===== src/rtl/score_display_pkg.sv =====
// Shared geometry and segment encoding for the two-digit score overlay.
package score_display_pkg;

  // Segment bit positions inside the 7-bit font mask
  localparam int unsigned SEG_TOP = 0;
  localparam int unsigned SEG_UL  = 1;
  localparam int unsigned SEG_UR  = 2;
  localparam int unsigned SEG_MID = 3;
  localparam int unsigned SEG_LL  = 4;
  localparam int unsigned SEG_LR  = 5;
  localparam int unsigned SEG_BOT = 6;

  // Digit cell geometry in pixels
  localparam int unsigned CELL_W = 16;
  localparam int unsigned CELL_H = 32;
  localparam int unsigned SEG_T  = 4;
  localparam int unsigned MID_LO = 14;
  localparam int unsigned MID_HI = 17;

  // Which segment regions cover local cell position (lx, ly).
  // Vertical bars overlap the middle band so the digit corners join up.
  function automatic logic [6:0] seg_region(input logic [3:0] lx, input logic [4:0] ly);
    logic left_col;
    logic right_col;
    logic upper;
    logic lower;
    logic [6:0] m;
    left_col  = (lx < 4'(SEG_T));
    right_col = (lx >= 4'(CELL_W - SEG_T));
    upper     = (ly <= 5'(MID_HI));
    lower     = (ly >= 5'(MID_LO));
    m          = '0;
    m[SEG_TOP] = (ly < 5'(SEG_T));
    m[SEG_MID] = upper && lower;
    m[SEG_BOT] = (ly >= 5'(CELL_H - SEG_T));
    m[SEG_UL]  = left_col && upper;
    m[SEG_UR]  = right_col && upper;
    m[SEG_LL]  = left_col && lower;
    m[SEG_LR]  = right_col && lower;
    return m;
  endfunction

endpackage


===== src/rtl/score_display_counter.sv =====
// Saturating score counter with synchronous clear.
module score_counter
  import score_display_pkg::*;
#(
  parameter int unsigned W     = 4,
  parameter int unsigned LIMIT = 9
) (
  input  logic         i_clk,
  input  logic         i_rst_n,
  input  logic         i_clr,
  input  logic         i_inc,
  output logic [W-1:0] o_count,
  output logic         o_at_limit
);

  logic [W-1:0] r_count;

  // Clear wins over increment; the count holds once it reaches LIMIT
  always_ff @(posedge i_clk or negedge i_rst_n) begin
    if (!i_rst_n) begin
      r_count <= '0;
    end else if (i_clr) begin
      r_count <= '0;
    end else if (i_inc && (r_count != W'(LIMIT))) begin
      r_count <= r_count + 1'b1;
    end
  end

  assign o_count    = r_count;
  assign o_at_limit = (r_count == W'(LIMIT));

endmodule


===== src/rtl/score_display.sv =====
// Two-digit score overlay: scores, game-over flag and a 2-stage pixel pipe
// that reads segment masks from an external registered digit ROM.
module score_display
  import score_display_pkg::*;
#(
  parameter int unsigned X_LEFT    = 256,
  parameter int unsigned X_RIGHT   = 368,
  parameter int unsigned Y_TOP     = 16,
  parameter int unsigned WIN_SCORE = 9
) (
  input  logic       i_clk,
  input  logic       i_rst_n,
  input  logic [9:0] i_x,
  input  logic [9:0] i_y,
  input  logic       i_video_on,
  input  logic       i_point_l,
  input  logic       i_point_r,
  input  logic       i_clr,
  output logic [3:0] o_font_addr,
  input  logic [6:0] i_font_data,
  output logic       o_pixel,
  output logic [3:0] o_score_l,
  output logic [3:0] o_score_r,
  output logic       o_game_over
);

  logic [10:0] w_x_ext;
  logic [10:0] w_y_ext;
  logic        w_x_in_left;
  logic        w_x_in_right;
  logic        w_y_in;
  logic        w_in_left;
  logic        w_in_right;
  logic [3:0]  w_lx;
  logic [4:0]  w_ly;
  logic [6:0]  w_region;
  logic        w_inc_l;
  logic        w_inc_r;
  logic        w_at_l;
  logic        w_at_r;

  logic        r_in_left;
  logic        r_in_right;
  logic [6:0]  r_region;
  logic        r_video_on;
  logic        r_pixel;
  logic        r_game_over;

  assign w_x_ext = {1'b0, i_x};
  assign w_y_ext = {1'b0, i_y};

  assign w_x_in_left  = (w_x_ext >= 11'(X_LEFT))  && (w_x_ext < 11'(X_LEFT + CELL_W));
  assign w_x_in_right = (w_x_ext >= 11'(X_RIGHT)) && (w_x_ext < 11'(X_RIGHT + CELL_W));
  assign w_y_in       = (w_y_ext >= 11'(Y_TOP))   && (w_y_ext < 11'(Y_TOP + CELL_H));
  assign w_in_left    = w_x_in_left && w_y_in;
  assign w_in_right   = w_x_in_right && w_y_in;

  assign w_lx     = w_x_in_right ? 4'(i_x - 10'(X_RIGHT)) : 4'(i_x - 10'(X_LEFT));
  assign w_ly     = 5'(i_y - 10'(Y_TOP));
  assign w_region = seg_region(w_lx, w_ly);

  // Address selection uses the column only, so the ROM word is ready a clock ahead
  assign o_font_addr = w_x_in_right ? o_score_r : o_score_l;

  assign w_inc_l = i_point_l && !r_game_over;
  assign w_inc_r = i_point_r && !r_game_over;

  score_counter #(
    .W     (4),
    .LIMIT (WIN_SCORE)
  ) u_score_l (
    .i_clk      (i_clk),
    .i_rst_n    (i_rst_n),
    .i_clr      (i_clr),
    .i_inc      (w_inc_l),
    .o_count    (o_score_l),
    .o_at_limit (w_at_l)
  );

  score_counter #(
    .W     (4),
    .LIMIT (WIN_SCORE)
  ) u_score_r (
    .i_clk      (i_clk),
    .i_rst_n    (i_rst_n),
    .i_clr      (i_clr),
    .i_inc      (w_inc_r),
    .o_count    (o_score_r),
    .o_at_limit (w_at_r)
  );

  // Game-over latches one clock after either score hits the limit, until clear
  always_ff @(posedge i_clk or negedge i_rst_n) begin
    if (!i_rst_n) begin
      r_game_over <= 1'b0;
    end else if (i_clr) begin
      r_game_over <= 1'b0;
    end else begin
      r_game_over <= r_game_over || w_at_l || w_at_r;
    end
  end

  // Stage 1: capture cell membership and segment regions while the ROM reads
  always_ff @(posedge i_clk or negedge i_rst_n) begin
    if (!i_rst_n) begin
      r_in_left  <= 1'b0;
      r_in_right <= 1'b0;
      r_region   <= '0;
      r_video_on <= 1'b0;
    end else begin
      r_in_left  <= w_in_left;
      r_in_right <= w_in_right;
      r_region   <= w_region;
      r_video_on <= i_video_on;
    end
  end

  // Stage 2: combine the registered regions with the returned segment mask
  always_ff @(posedge i_clk or negedge i_rst_n) begin
    if (!i_rst_n) begin
      r_pixel <= 1'b0;
    end else begin
      r_pixel <= r_video_on && (r_in_left || r_in_right) && (|(r_region & i_font_data));
    end
  end

  assign o_pixel     = r_pixel;
  assign o_game_over = r_game_over;

endmodule


===== config.mk =====
export PLATFORM = sky130hd
export DESIGN_NAME = score_display
export DESIGN_NICKNAME = d
export VERILOG_FILES = /design/src/rtl/score_display_pkg.sv /design/src/rtl/score_display_counter.sv /design/src/rtl/score_display.sv
export SDC_FILE = /design/constraint.sdc
export NUM_CORES = 1
export LEC_CHECK = 0
export CAP_MARGIN = 20
export CORE_MARGIN = 1
export CORE_UTILIZATION = 40
export DETAILED_ROUTE_END_ITERATION = 7
export GPL_ROUTABILITY_DRIVEN = 0
export PLACE_DENSITY_LB_ADDON = 0.3
export REMOVE_ABC_BUFFERS = 1
export SETUP_SLACK_MARGIN = 0.2
export SYNTH_ARGS = -nofsm -noshare
export SYNTH_HDL_FRONTEND = slang
export SYNTH_SLANG_ARGS = --single-unit
export TNS_END_PERCENT = 20

===== constraint.sdc =====
create_clock -name i_clk -period 1.7 [get_ports i_clk]
set_input_delay 0.34 -clock i_clk [delete_from_list [all_inputs] [get_ports i_clk]]
set_output_delay 0.34 -clock i_clk [all_outputs]
set_load 0.05 [all_outputs]

[Word level (Yosys, flattened, before mapping)]
Cells that the tools add are included.
Storage, ports and cells
  register bits: 20
  output and inout bits: 14
  word-level logic and storage cells: 60
  input bits: 33
Operators by class
  bitwise operators: 1
  mux-type cells: 7
  magnitude comparators: 12
  add/sub/neg operators: 5
  reductions and logical operators: 23
  equal/unequal tests: 4
Operators with widths (count)
  two-way mux 4 bit: 6
  >= comparator 10 x 9 -> 1 bit (second input constant): 2
  less-than comparator 10 x 9 -> 1 bit (second input constant): 2
  logical AND 1 bit: 16
  >= comparator 10 x 5 -> 1 bit (second input constant): 1
  less-than comparator 10 x 6 -> 1 bit (second input constant): 1
  adder 4 x 1 -> 4 bit (second input constant): 2
  == test 4 bit (second input constant): 2
  != test 4 bit (second input constant): 2
  subtractor 4 x 1 -> 4 bit (second input constant): 2
  AND 7 bit: 1
  OR reduction 7 bit: 1
  >= comparator 5 x 4 -> 1 bit (second input constant): 1
  >= comparator 5 bit (second input constant): 1
  <= comparator 5 bit (second input constant): 1
  less-than comparator 5 x 3 -> 1 bit (second input constant): 1
  subtractor 5 bit (second input constant): 1
  >= comparator 4 bit (second input constant): 1
  less-than comparator 4 x 3 -> 1 bit (second input constant): 1
  nonzero test 2 bit: 2
  logical OR 1 bit: 3
  logical NOT 1 bit: 1
  two-way mux 1 bit: 1

[Depth between registers and ports, before layout]
  word-level depth: 5
  mapped depth: 5
  gate-level depth less buffers: 5

[Modules after synthesis]
A second synthesis with hierarchy kept.
Second synthesis, totals
  cell total of the unflattened synthesis: 93
  area, all modules: 998.5 sq um
Modules (own cells, without submodules)
  score_display: area an instance 535.5 sq um, sequential area each 300.3 sq um, cells an instance 47, times used 1
  score_counter: area an instance 231.5 sq um, sequential area each 100.1 sq um, cells an instance 23, times used 2

[Least setup slack after synthesis]
OpenSTA, ideal clock, no wires.
  kind: input to output
  start point: input i_x[7]
  end point: output o_font_addr[1]
  slack: -386 ps
  stages: 4
  path buffers: 1
  data required time: 1360 ps
  arrival: 1746 ps
  cells stage by stage: nor3b_1 > and4_1 > buf_2 > mux2i_1
Between the ends
  cells in the longest elaborated chain, start to end: 3
  elaborated cells on any way between the ends: 4
  classes of those cells: 2 x order compare; 1 x mux; 1 x reduce/logical
Ends and longest elaborated chain
  from (decl): RTL line score_display.sv:13  | input logic [9:0] i_x,
  >= comparator 10 x 9 -> 1 bit or less-than comparator 10 x 9 -> 1 bit (tied branches): RTL line score_display.sv:53  | assign w_x_in_right = (w_x_ext >= 11'(X_RIGHT)) && (w_x_ext < 11'(X_RIGHT + CELL_W));
  logical AND 1 bit *: RTL line score_display.sv:53
  two-way mux 4 bit *: RTL line score_display.sv:63  | assign o_font_addr = w_x_in_right ? o_score_r : o_score_l;
  to (decl): RTL line score_display.sv:19  | output logic [3:0] o_font_addr,
Mark *: on every way between the ends. The rest lies on a longest branch, timed or not.

[Worst setup path after layout]
  start point: input i_x[7]
  end point: output o_font_addr[3]
Same word-level chain as after synthesis.

==> results.md <==
- Result of the run: finished with violations
- Violated checks: negative setup slack
- Classification of the worst setup path: in2out
- Combined buffer and inverter count along the critical path: 2
- Layout cell share with drive strength beyond 1: between 30% and 40%
- RSZ-0062 raised after global routing: true
- Psw: ~290 uW
- Clock Root Buffer: clkbuf_4
- Delay of the slowest critical-path stage: approximately 0.32 ns
- Vias per std cell: between 5 and 6
- Initial cell density of the core: a little over two fifths
- Cell count after synthesis: 94
- Library cell with the highest instance count after synthesis: dfrtp_1
- Cell family with the largest share of critical-path delay: simple AND/OR/NAND/NOR gates
- Core Area: 0.002276 mm2
- Max-cap violations: 0
- Final clock skew: 0.001299 ns
- Category of the worst setup path launch point: primary input
- Warning count from the yosys run: 0
- Relative slew slack: 69.30%
- Number of sinks driven by the clock tree: 20
- Worst path setup slack after routing: -0.03828 ns
- Total number of vias: roughly 950
- Share of the synthesized area in the top cell type: 50.76%
- Post-route clock period utilization: 102.3%
- Total gr overflow: 0
- Final Total Pwr: around 1100 uW
- Crit-path slowest cell: mux2_4
- Syn Std Cell Area: about 990 um2
- Arrival time worst endpoint: approximately 1.4 ns
- Post-route antenna net violation count: 0
- Flip-flop and latch count after synthesis: 20
- Async set-reset flop share out of synthesis: 100.0%
- TritonCTS clock tree: done
- Average wire length per cell after detail routing: ~13 um
- Number of global-route vias before repair: around 1000
- Wire length of the first global-routing pass: 4.050 mm
- EDFF count, synth: 0
- Achievable Freq: between 0.5 and 0.6 GHz
- Post-Syn Area per Cell: 10.49 um2
- Synthesis-to-finish area growth: 69.29%
- I/O pin count: 47
- Die span in x: approximately 52 um
- Post-Layout Inst Area: approximately 0.0017 mm2
- Number of failing setup endpoints in the final timing report: 4
- Worst vdd rail ir drop: about 440 uV
- Leading post-synthesis cells by cell area: dfrtp_1 51%, mux2_2 5.7%, ha_1 5.1%
- Antenna violations before repair: 0
- R2R cell count: 5
- Worst Path Max Fanout: 4
- Source-to-sink clock delay at the later pin of the worst-skew pair: approximately 0.29 ns
- Transition time at the pin with the least slew margin: between 0.4 and 0.5 ns
- Maximum number of buffers from clock root to sink: 2
- DRC: 0
- Area of the die: between 0.002 and 0.003 mm2
- Clock power share: 25.4%
- Cell area after placement: between 0.001 and 0.0015 mm2
- Worst-case register-to-register setup slack: about 0.24 ns
- Sequential cell area fraction in the yosys report: 50.76%
- Count of H-tree levels built during CTS: 1
- Number of gates on the worst path with buffers counted: 5
- Synth cell count leaders: 20 x dfrtp_1, 10 x nor2_1, 6 x a21oi_1
- Part of the total power dissipated in combinational logic: 26.8%
- Endpoints failing hold: 0
- Reported leakage power: roughly 0.00077 uW
- Number of buffers created by CTS: 3
- Final period demand of the worst path: roughly 1.7 ns
- Height of the die: 51.65 um
- First-iteration detailed-routing DRC count: 6
- Power per unit of standard cell area: 637.1 mW/mm2
- DRT Pass-1 Iters: 4
- Sort of element at the end of the critical path: output pin
- Worst slack at placement: -0.5558 ns
- Net switching share of the total power: 27.24%
- Clock slew at the register clock pins of the worst setup and hold paths: 0.11 ns
- Internal power: 773.7 uW
- Reg-to-Reg Start: u_score_r.o_count[1]
- Critical Path, Cell by Cell: buf_6, nor3b_4, and4_4, mux2_4, buf_8
- Top cell type by total area after synthesis: dfrtp_1
- Detailed Route WL: between 2 and 2.5 mm
- Critical R2R Capture: u_score_r.o_count[1]
- Main synth FF type: dfrtp_1
- Data required time of the critical path: 1.36 ns
- Unique cell type count in the Yosys netlist: 28
- Final HPWL from detailed placement: ~1.8 mm
- Final nets: roughly 190
- Largest net degree at the start of global routing: 21
- Number of pins exceeding their max-slew limit in the final report: 0
- GRT Total Usage: between 20 and 25%
- Port Buffer Count: between 40 and 50
- Layout fillers: 180
- Hold/Removal Path Class: in2async
- FP Rows: 17
- Antenna cells: 0
- Share of total power in sequential cells: a little under half
layout make-up:
cell class	instances	area, um2	share of cell area [%]
clock buffer	4	36.28	2.174
inverter	4	15.01	0.8996
multi-input combinational	67	531.8	31.86
sequential	20	501.7	30.06
tap	28	35.03	2.099
timing repair buffer	58	549.3	32.91
worst max path at each step:
| stage | end | from |
|---|---|---|
| finish | o_font_addr[3] | i_x[7] |
| global route | o_font_addr[2] | i_x[7] |
| CTS | o_font_addr[3] | i_x[9] |
| detailed placement | o_font_addr[3] | i_x[8] |
| global placement | o_font_addr[0] | i_x[8] |
| floorplan | o_font_addr[1] | i_x[7] |
logic make-up (layout without fill, tap and decap cells):
group | after synthesis | after routing | synth area share (%)
buf+inv | 7 | 66 | 2.918
compound gates | 19 | 19 | 12.18
fa+ha+maj | 4 | 4 | 5.076
xor+xnor | 1 | 1 | 0.8885
simple gates | 35 | 35 | 19.41
flops | 20 | 20 | 50.76
mux | 8 | 8 | 8.756
sequential cells by signal, indices dropped and copies added, names as in the netlist:
signal / flops
o_game_over: 1
o_pixel: 1
r_in_left: 1
r_in_right: 1
r_region: 7
r_video_on: 1
u_score_l.o_count: 4
u_score_r.o_count: 4
placed cells by master (no fill, tap or decap), types with 4 or more instances in the layout:
master and n:
clkdlybuf4s50_1 23, nor2_1 10, a21oi_1 5, buf_4 24
o21ai_0 4, nand3_1 4, dfrtp_1 19
timing repair:
action | CTS | global route
setup endpoints to repair | 4 | 11
gates resized for setup | 27 | 15
endpoints found under the hold margin | 0 | 0
hold buffers | 0 | 0
pin swaps | 2 | 4
setup buffers | 8 | 0
stage by stage:
stage          TNS (ns)  instances  hold WS [ns]  utilization, %
5_1_grt         -0.3352        181        0.3928           73.34
3_3_place_gp     -2.124        169        0.5431           65.04
3_5_place_dp     -2.198        169        0.5542           65.04
2_1_floorplan   -0.4524         91       0.04441               -
4_1_cts         -0.1090        181        0.3684           70.70
6_report        -0.1378        181        0.3698           73.34
power by group through the flow:
stage	Sequential [uW]	Combinational, uW	Clock [uW]
after CTS	507	270	284
after global placement	515	247	0
final	509	285	270
after detailed placement	516	254	0
after floorplan	547	68.3	0
after global routing	511	305	294
per-layer routing:
metal	wire [um]	global-route usage (%)
met1	932	20.11
met2	1343	41.77
met3	150	4.678
met4	16	7.207
met5	0	0
Note: power is estimated with default switching activity, not from simulation.
